<file path="config.mk">
export PLATFORM = sky130hd
export DESIGN_NAME = m_serial_rx_os16
export DESIGN_NICKNAME = d
export VERILOG_FILES = /design/src/rtl/m_serial_rx_os16.sv
export SDC_FILE = /design/constraint.sdc
export NUM_CORES = 1
export LEC_CHECK = 0
export ABC_AREA = 0
export CAP_MARGIN = 20
export CORE_AREA = 2 2 52 90
export DETAILED_ROUTE_END_ITERATION = 12
export DIE_AREA = 0 0 54 92
export DONT_BUFFER_PORTS = 1
export PLACE_DENSITY = 0.66
export SYNTH_ARGS = -nofsm -noshare
export SYNTH_HDL_FRONTEND = slang
export SYNTH_SLANG_ARGS = --single-unit
</file>
<file path="constraint.sdc">
create_clock -name clk -period 2.5 [get_ports clk]
set_clock_uncertainty 0.2 [all_clocks]
set_input_delay 0.5 -clock clk [delete_from_list [all_inputs] [get_ports clk]]
set_output_delay 0.5 -clock clk [all_outputs]
set_load 0.03 [all_outputs]
</file>
<file path="src/rtl/m_serial_rx_os16.sv">
`default_nettype none
// ============================================================================
// m_serial_rx_os16 : 16x-oversampled 8N1 UART receiver, mid-bit sampling,
// glitch-rejecting start, framing error strobe; `PARITY_EN adds even parity.
// Revision: 1.0
// ============================================================================
module m_serial_rx_os16 #(
  parameter int CLK_HZ = 50000000,
  parameter int BAUD   = 9600,
  parameter int OS     = 16,
  parameter int DIV    = CLK_HZ / (BAUD * OS)
) (
  input  logic       clk,
  input  logic       rst,
  input  logic       sin,
  output logic [7:0] dat,
  output logic       valid,
  output logic       frame_err,
  output logic       parity_err,
  output logic       busy
);

  localparam int PW = (DIV > 1) ? $clog2(DIV) : 1;
  localparam int TW = $clog2(OS);
  localparam logic [PW-1:0] P_LAST = PW'(DIV - 1);
  localparam logic [TW-1:0] T_MID  = TW'(OS / 2 - 1);
  localparam logic [TW-1:0] T_LAST = TW'(OS - 1);

  typedef enum logic [2:0] {
    IDLE   = 3'd0,
    START  = 3'd1,
    DATA   = 3'd2,
    STOP   = 3'd3,
    BREAK  = 3'd4
`ifdef PARITY_EN
    , PARITY = 3'd5
`endif
  } state_t;

  state_t        state, state_n;
  logic          sync1, s_sin;
  logic [PW-1:0] presc;
  logic [TW-1:0] tc, tc_n;
  logic [3:0]    bc, bc_n;
  logic [7:0]    sreg, sreg_n, dat_n;
  logic          valid_n, ferr_n;
  logic          tick;

`ifdef PARITY_EN
  logic pflag, pflag_n, perr_n;
`endif

  assign tick = (state != IDLE) && (presc == P_LAST);
  assign busy = (state != IDLE);

  always_comb begin
    state_n = state;
    tc_n    = tc;
    bc_n    = bc;
    sreg_n  = sreg;
    dat_n   = dat;
    valid_n = 1'b0;
    ferr_n  = 1'b0;
`ifdef PARITY_EN
    pflag_n = pflag;
    perr_n  = 1'b0;
`endif
    if (tick) tc_n = (tc == T_LAST) ? '0 : tc + 1'b1;

    case (state)
      IDLE: begin
        tc_n = '0;
        if (!s_sin) state_n = START;
      end
      START: begin
        if (tick && tc == T_MID) begin
          tc_n    = '0;
          bc_n    = 4'd0;
          state_n = s_sin ? IDLE : DATA;
`ifdef PARITY_EN
          pflag_n = 1'b0;
`endif
        end
      end
      DATA: begin
        if (tick && tc == T_LAST) begin
          sreg_n = {s_sin, sreg[7:1]};
          bc_n   = bc + 4'd1;
          tc_n   = '0;
          if (bc == 4'd7) begin
`ifdef PARITY_EN
            state_n = PARITY;
`else
            state_n = STOP;
`endif
          end
        end
      end
`ifdef PARITY_EN
      PARITY: begin
        if (tick && tc == T_LAST) begin
          tc_n    = '0;
          pflag_n = ^{s_sin, sreg};
          state_n = STOP;
        end
      end
`endif
      STOP: begin
        if (tick && tc == T_LAST) begin
          tc_n = '0;
          if (s_sin) begin
            state_n = IDLE;
`ifdef PARITY_EN
            if (pflag) begin
              perr_n = 1'b1;
            end else begin
              dat_n   = sreg;
              valid_n = 1'b1;
            end
`else
            dat_n   = sreg;
            valid_n = 1'b1;
`endif
          end else begin
            ferr_n  = 1'b1;
            state_n = BREAK;
          end
        end
      end
      BREAK: begin
        // A held-low line stays here so it reports only one framing error.
        tc_n = '0;
        if (s_sin) state_n = IDLE;
      end
      default: state_n = IDLE;
    endcase
  end

  always_ff @(posedge clk) begin
    if (rst) begin
      sync1     <= 1'b1;
      s_sin     <= 1'b1;
      state     <= IDLE;
      presc     <= '0;
      tc        <= '0;
      bc        <= 4'd0;
      sreg      <= 8'h00;
      dat       <= 8'h00;
      valid     <= 1'b0;
      frame_err <= 1'b0;
    end else begin
      sync1     <= sin;
      s_sin     <= sync1;
      state     <= state_n;
      presc     <= (state == IDLE || tick) ? '0 : presc + 1'b1;
      tc        <= tc_n;
      bc        <= bc_n;
      sreg      <= sreg_n;
      dat       <= dat_n;
      valid     <= valid_n;
      frame_err <= ferr_n;
    end
  end

`ifdef PARITY_EN
  always_ff @(posedge clk) begin
    if (rst) begin
      pflag      <= 1'b0;
      parity_err <= 1'b0;
    end else begin
      pflag      <= pflag_n;
      parity_err <= perr_n;
    end
  end
`else
  assign parity_err = 1'b0;
`endif

endmodule
`default_nettype wire
</file>
==> flow_metrics.tcl, run 1 <==
set metrics [dict create \
    min_path_cells 1 \
    powerDensity_nw_per_um2 685 \
    setup_viol 0 \
    period_share 0.912 \
    min_path_type "input port to flop" \
    die_h_um 92 \
    synth_cell_types 44 \
    syn_inst 192 \
    whs_ps 66.8 \
    die_x_um 54 \
    antenna_left 0 \
    avgSynthCellArea_um2 9.50 \
    ctsHoldBuffers 0 \
    cts_root_buf "clkbuf_8" \
    cts_setup_buffers 0 \
    pwr-share-seq 0.460 \
    vias 1324 \
    h-tree-depth 2 \
    drive_gt1_frac 0.133 \
    dp.cells 238 \
    fin_ws_ps 219 \
    grt.overflow.total 0 \
    ios 15 \
    drtIter0Drc 12 \
    fp-row-count 32 \
    critPathMaxStageDelay_ps 420 \
    cts-resized-gates 0 \
    r2r-start "presc[3]" \
    max_freq_ghz 0.438 \
    track_usage 0.155 \
    power.total_mw 1.40 \
    status "completed" \
    r2r_cells 5 \
    pwr-share-clk 0.523 \
    switching_power_uw 250 \
    area_growth_pct 11.9 \
    synthTopCellsByCount "dfxtp_1, nor2_1, mux2i_1" \
    min-delay-start "rst" \
    grt_pass1_wl_um 5690 \
    fin_cells 246 \
    arrival_ps 1580 \
    power_frac_comb 0.016 \
    finalSetupTns_ps 0 \
    routabilityCongestion 0.736 \
    dp_hpwl_um 2290 \
    reg2reg_to "tc[3]" \
    start_util 0.422 \
    ys_seq_elements 40 \
    r2r_setup_slack_ps 290 \
    cts_buffers 5 \
    syn-num-nets 199 \
    leakagePower_nw 0.673 \
    netSwitchingFraction 0.179 \
    core_um2 4320 \
    maxCapViolations 0 \
    critPathLaunchType "flop" \
    path_max_fanout 12 \
    crit_path_end_kind "primary output" \
    period_needed_ps 2280 \
    path_class "flop to primary output" \
    cts_tree "yes" \
    synthArstFlopShare 0 \
    dr.pass1.iters 4 \
    ir_drop_mv 0.432 \
    final-hold-violation-count 0 \
    cp_slowest_cell "dfxtp_1" \
    ctsLongestPathBuffers 2 \
    synth_area_leaders "dfxtp_1, mux2i_1, nor2_1, xor2_1, ha_1" \
    die_area_um2 4970 \
    place.port_buffers 0 \
    rsz0062_at_grt "no" \
    worstPathCellList "buf_4, nor3_1, inv_1" \
    antenna_cells 0 \
    grt_pass1_vias 1285 \
    wirelength_um 3300 \
    slew_viol_final 0 \
    synth_top_area_frac 0.439 \
    grt_max_degree 31 \
    drt-wirelength-per-cell_um 13.4 \
    synth.most_common_cell "dfxtp_1" \
    p_int_mw 1.15 \
    clock-sinks 40 \
    yosys_warnings 0 \
    antenna_found_initial 0 \
    layout.nets 201 \
    drc 0 \
    yosysSeqAreaShare 0.439 \
    vias_per_cell 5.38 \
    syn_area_um2 1820 \
    path_clk_slew_ps 80 \
    required_ps 1800 \
    dp_slack_ps 284 \
    synth_top_area_cell "dfxtp_1" \
    clkLatencyLatePin_ps 300 \
    synth_flop_cell "dfxtp_1" \
    hold_end "state[2]" \
    synth_edf_count 0 \
]
[layout make-up]
cell class	count	area [um2]
fillers	435	2280
multi-input cells	136	950
flip-flops and latches	40	801
clock inverters	3	90.1
clock buffers	5	68.8
well taps	51	63.8
repair buffers	7	52.6
inverters	4	15.0
[power by group through the flow]
stage / clock (mW) / sequential, mW / combinational [mW]
after floorplan: 0 / 0.657 / 0.0259
after global placement: 0 / 0.658 / 0.0229
after detailed placement: 0 / 0.658 / 0.0230
after CTS: 0.747 / 0.643 / 0.0231
after global routing: 0.773 / 0.644 / 0.0256
final: 0.731 / 0.643 / 0.0229
[registers in the layout (all words and copies together), names as in the netlist]
name and count:
bc 4, dat 8, frame_err 1, presc 9, s_sin 1, sreg 8, state 3, sync1 1
tc 4, valid 1
[worst max-delay path: cells and delay by family, from the launching register on]
family / cells / cell delay (ps)
buffers and inverters: 2 / 490
AND/OR/NAND/NOR: 1 / 380
flip-flops: 1 / 420
[how the worst max path moves through the flow]
stage	start	end	slack, ps	cells after the start
6_report	state[1]	busy	220	3
3_3_place_gp	presc[3]	tc[3]	330	5
4_1_cts	state[1]	busy	220	3
5_1_grt	state[1]	busy	110	3
3_5_place_dp	presc[3]	tc[3]	280	5
2_1_floorplan	presc[3]	bc[3]	410	6
[metal layers]
metal,vias to the layer above,global-route usage,routed length [um]
li1,681,-,-
met1,618,0.181,1380
met2,18,0.251,1730
met3,7,0.0358,106
met4,0,0.0813,89
met5,-,0,0
[through the flow]
step,util,instance area [um2]
5_1_grt,0.472,2040
6_report,0.472,2040
2_1_floorplan,-,1820
3_3_place_gp,0.435,1880
4_1_cts,0.472,2040
3_5_place_dp,0.435,1880
[cells by family after synthesis]
family / Yosys count / share of synthesized area
adder cells (fa/ha/maj): 4 / 0.0274
buffers and inverters: 16 / 0.0439
XOR/XNOR: 9 / 0.0432
other: 1 / 0.00206
multiplexers: 18 / 0.0988
AND/OR/NAND/NOR: 85 / 0.257
AO/OA/AOI/OAI: 19 / 0.0885
flip-flops: 40 / 0.439
[cells in the final DEF (no fill, tap or decap), types with 3 or more instances in the layout]
cell type,count
buf_4,7
inv_1,4
nand2_1,6
a21oi_1,5
nand2b_1,4
nand4b_1,3
clkbuf_8,5
xor2_1,7
nand3_1,8
mux2i_1,18
bufinv_16,3
nor2_1,33
nor4_1,3
ha_1,4
nand4_1,3
dfxtp_1,40
or2_2,3
nor2b_1,3
Note: power is estimated with default switching activity, not from simulation.
==> run 2: changes to the inputs <==
Settings changed: PLACE_DENSITY 0.66 to default, PLACE_DENSITY_LB_ADDON from default to 0.12.
Clock period 2.5 ns to 2.35 ns, I/O delays scaled along.
==> flow_metrics.tcl, run 2 (synthesis results as in run 1) <==
set metrics [dict create \
    status "completed" \
    layout.nets 207 \
    path_clk_slew_ps 80 \
    pwr-share-seq 0.544 \
    multi_input_area_um2 950 \
    antenna_left 0 \
    finalSetupTns_ps 0 \
    regMostFlops "presc" \
    slew_headroom 0.622 \
    cts_buffers 5 \
    worstMarginPinSlew_ps 562 \
    routabilityCongestion 0.810 \
    crit_path_end_kind "primary output" \
    antenna_cells 0 \
    grt.overflow.total 0 \
    die_x_um 54 \
    vias_per_cell 5.50 \
    ios 15 \
    powerDensity_nw_per_um2 618 \
    slew_viol_final 0 \
    reg_top3 "presc: 9 flops, dat: 8 flops, sreg: 8 flops" \
    power_frac_comb 0.020 \
    track_usage 0.170 \
    h-tree-depth 2 \
    clock-sinks 40 \
    fin_util 0.470 \
    dr.pass1.iters 4 \
    antenna_found_initial 0 \
    leakagePower_nw 0.679 \
    required_ps 1680 \
    min_path_type "input port to flop" \
    switching_power_uw 253 \
    rsz0062_at_grt "no" \
    critPathLaunchType "flop" \
    fp-row-count 32 \
    wirelength_um 3610 \
    drtIter0Drc 29 \
    core_um2 4320 \
    max_freq_ghz 0.444 \
    final_common_cell "dfxtp_1" \
    drive_gt1_frac 0.154 \
    drc 0 \
    path_class "flop to primary output" \
    grt_pass1_vias 1362 \
    fin_ws_ps 98.9 \
    maxCapViolations 0 \
    cts_root_buf "clkbuf_8" \
    pwr-share-clk 0.436 \
    largest_reg_flops 9 \
    start_util 0.422 \
    die_area_um2 4970 \
    dp_slack_ps 176 \
    vias 1387 \
    regArea_um2 801 \
    path_max_fanout 10 \
    period_needed_ps 2250 \
    place.port_buffers 0 \
    setup_viol 0 \
    fillers 424 \
    ctsLongestPathBuffers 2 \
    drt-wirelength-per-cell_um 14.3 \
    grt_max_degree 31 \
    power.total_mw 1.26 \
    die_h_um 92 \
    final_cell_mix "dfxtp_1, nor2_1, mux2i_1, buf_4, nand3_1" \
    netSwitchingFraction 0.201 \
    whs_ps 38.6 \
    period_share 0.958 \
    ir_drop_mv 0.591 \
    area_growth_pct 11.5 \
    final-hold-violation-count 0 \
    p_int_mw 1.00 \
    clkLatencyLatePin_ps 290 \
    cts-resized-gates 0 \
    arrival_ps 1580 \
    dp_hpwl_um 2630 \
    grt_pass1_wl_um 6180 \
    cts_tree "yes" \
]
==> run 2: cell types whose count changed in the layout (fill, tap and decap cells not counted), sizes merged <==
| cell | change |
|---|---|
| buf | +6 |
| bufinv | -2 |
| clkbuf | +1 |
| clkinv | +1 |
==> run 2: critical path, stage by stage, from the launching register on <==
cell	delay, ps
dfxtp_1	330
buf_4	170
nor3_1	490
inv_1	300
==> run 2: timing repair <==
action | 4_1_cts | 5_1_grt
setup buffers | 0 | 3
hold buffers | 0 | 0
setup endpoints to repair | 0 | 5
==> run 2: per-stage QoR <==
step / instance area, um2 / instances
global route: 2030 / 252
detailed placement: 1900 / 241
floorplan: 1820 / 192
CTS: 2010 / 249
global placement: 1900 / 241
finish: 2030 / 252
==> run 2: power by group through the flow <==
stage	Sequential [mW]	Clock (mW)	Combinational (mW)
after floorplan	0.699	0	0.0275
after global placement	0.700	0	0.0242
after detailed placement	0.700	0	0.0251
after CTS	0.684	0.569	0.0251
after global routing	0.685	0.588	0.0282
final	0.684	0.548	0.0250
==> run 2: layer usage <==
layer	global-route usage	wire length, um	vias to the layer above
li1	-	-	692
met1	0.189	1440	664
met2	0.290	1930	23
met5	0	0	-
met4	0.0833	107	0
met3	0.0375	136	8
==> run 2: area by class of cell <==
cell class | instances | area share
tap | 51 | 0.0314
clock buffer | 6 | 0.0357
multi-input combinational | 136 | 0.467
sequential | 40 | 0.394
inverter | 4 | 0.00738
timing repair buffer | 13 | 0.0480
clock inverter | 2 | 0.0172
==> run 2: final timing paths <==
check / start / to / slack, ps / cells after the start
worst min register to register: sync1 / s_sin / 210 / 1
worst max-delay path: state[2] / busy / 100 / 3
worst min-delay path: rst / state[2] / 40 / 1
worst max register to register: presc[2] / sreg[1] / 180 / 5
==> run 3: changes to the inputs <==
Settings changed: MAX_ROUTING_LAYER from default to met4.
==> flow_metrics.tcl, run 3 (synthesis results as in run 1) <==
set metrics [dict create \
    status "completed" \
    grt.overflow.total 0 \
    switching_power_uw 251 \
    die_area_um2 4970 \
    hold_end "state[2]" \
    final_cell_mix "dfxtp_1, nor2_1, mux2i_1, buf_4, nand3_1" \
    ir_drop_mv 0.590 \
    drtIter0Drc 37 \
    drt-wirelength-per-cell_um 14.3 \
    critPathLaunchType "flop" \
    core_um2 4320 \
    r2r_setup_slack_ps 190 \
    dr.pass1.iters 4 \
    reg2reg_to "sreg[1]" \
    start_util 0.422 \
    cts_tree "yes" \
    max_freq_ghz 0.444 \
    path_max_fanout 10 \
    largest_reg_flops 9 \
    clkLatencyLatePin_ps 290 \
    min_path_cells 1 \
    final_common_cell "dfxtp_1" \
    area_growth_pct 11.5 \
    crit_family "simple AND/OR/NAND/NOR gates" \
    worstPathCellList "buf_4, nor3_1, inv_1" \
    r2r-start "presc[2]" \
    r2r_cells 5 \
    setup_viol 0 \
    wirelength_um 3610 \
    antenna_found_initial 0 \
    track_usage 0.175 \
    h-tree-depth 2 \
    min_path_type "input port to flop" \
    p_int_mw 1.00 \
    clock-sinks 40 \
    netSwitchingFraction 0.200 \
    fin_util 0.470 \
    antenna_cells 0 \
    vias_per_cell 5.51 \
    pwr-share-clk 0.435 \
    drc 0 \
    leakagePower_nw 0.679 \
    antenna_left 0 \
    power_frac_comb 0.020 \
    slew_viol_final 0 \
    die_x_um 54 \
    cts-resized-gates 0 \
    powerDensity_nw_per_um2 617 \
    grt_pass1_wl_um 6200 \
    layout.nets 207 \
    grt_max_degree 31 \
    whs_ps 38.8 \
    place.port_buffers 0 \
    dp_hpwl_um 2630 \
    pwr-share-seq 0.545 \
    fp-row-count 32 \
    grt_pass1_vias 1354 \
    die_h_um 92 \
    cts_root_buf "clkbuf_8" \
    rsz0062_at_grt "no" \
    arrival_ps 1580 \
    ctsLongestPathBuffers 2 \
    critPathMaxStageDelay_ps 490 \
    required_ps 1680 \
    worstMarginPinSlew_ps 562 \
    period_share 0.958 \
    slew_headroom 0.622 \
    reg_top3 "presc: 9 flops, dat: 8 flops, sreg: 8 flops" \
    drive_gt1_frac 0.154 \
    finalSetupTns_ps 0 \
    min-delay-start "rst" \
    maxCapViolations 0 \
    crit_buf_inv 2 \
    path_clk_slew_ps 70 \
    routabilityCongestion 0.822 \
    cp_slowest_cell "nor3_1" \
    final-hold-violation-count 0 \
    vias 1389 \
    regMostFlops "presc" \
    period_needed_ps 2250 \
    path_class "flop to primary output" \
    crit_path_end_kind "primary output" \
    cts_buffers 5 \
    ios 15 \
]
==> run 3: what timing repair did <==
action | 4_1_cts | 5_1_grt
setup buffers | 0 | 3
endpoints found under the hold margin | 0 | 0
endpoints found under the setup margin | 0 | 5
hold buffers | 0 | 0
==> run 3: worst register-to-register path, stage by stage (launching register included) <==
cell and delay (ps):
dfxtp_1 420, or4b_1 570, and4bb_1 420, buf_4 200, mux2i_1 190, nor2_1 60
==> run 3: worst max-delay path by stage <==
stage | from | endpoint | cells past startpoint
final | state[2] | busy | 3
after floorplan | presc[3] | bc[3] | 6
after detailed placement | presc[0] | bc[1] | 7
after global routing | state[2] | busy | 3
after CTS | state[2] | busy | 3
after global placement | presc[2] | sreg[1] | 5
==> run 3: routing by layer <==
metal / global-route usage / vias up / share of wire
met4: 0.0833 / 0 / 0.029
li1: - / 690 / -
met2: 0.290 / 23 / 0.53
met5: - / - / 0
met3: 0.0375 / 8 / 0.039
met1: 0.190 / 668 / 0.40
==> run 3: area by class of cell <==
cell class              count  area, um2
inverters                   4       15.0
clock inverters             2       35.0
fillers                   424       2290
flip-flops and latches     40        801
multi-input cells         136        950
well taps                  51       63.8
repair buffers             13       97.6
clock buffers               6       72.6
==> run 3: metrics by stage <==
| stage | total power, mW | worst slack [ps] | instances | instance area (um2) |
|---|---|---|---|---|
| after floorplan | 0.727 | 258 | 192 | 1820 |
| after global placement | 0.724 | 167 | 241 | 1900 |
| after detailed placement | 0.725 | 176 | 241 | 1900 |
| after CTS | 1.28 | 103 | 249 | 2010 |
| after global routing | 1.30 | 12.4 | 252 | 2030 |
| final | 1.26 | 99.1 | 252 | 2030 |
==> run 3: power groups by stage <==
| stage | sequential (mW) | combinational (mW) | clock (mW) |
|---|---|---|---|
| 3_3_place_gp | 0.700 | 0.0242 | 0 |
| 5_1_grt | 0.685 | 0.0282 | 0.588 |
| 6_report | 0.684 | 0.0250 | 0.547 |
| 2_1_floorplan | 0.699 | 0.0275 | 0 |
| 3_5_place_dp | 0.700 | 0.0251 | 0 |
| 4_1_cts | 0.684 | 0.0251 | 0.569 |
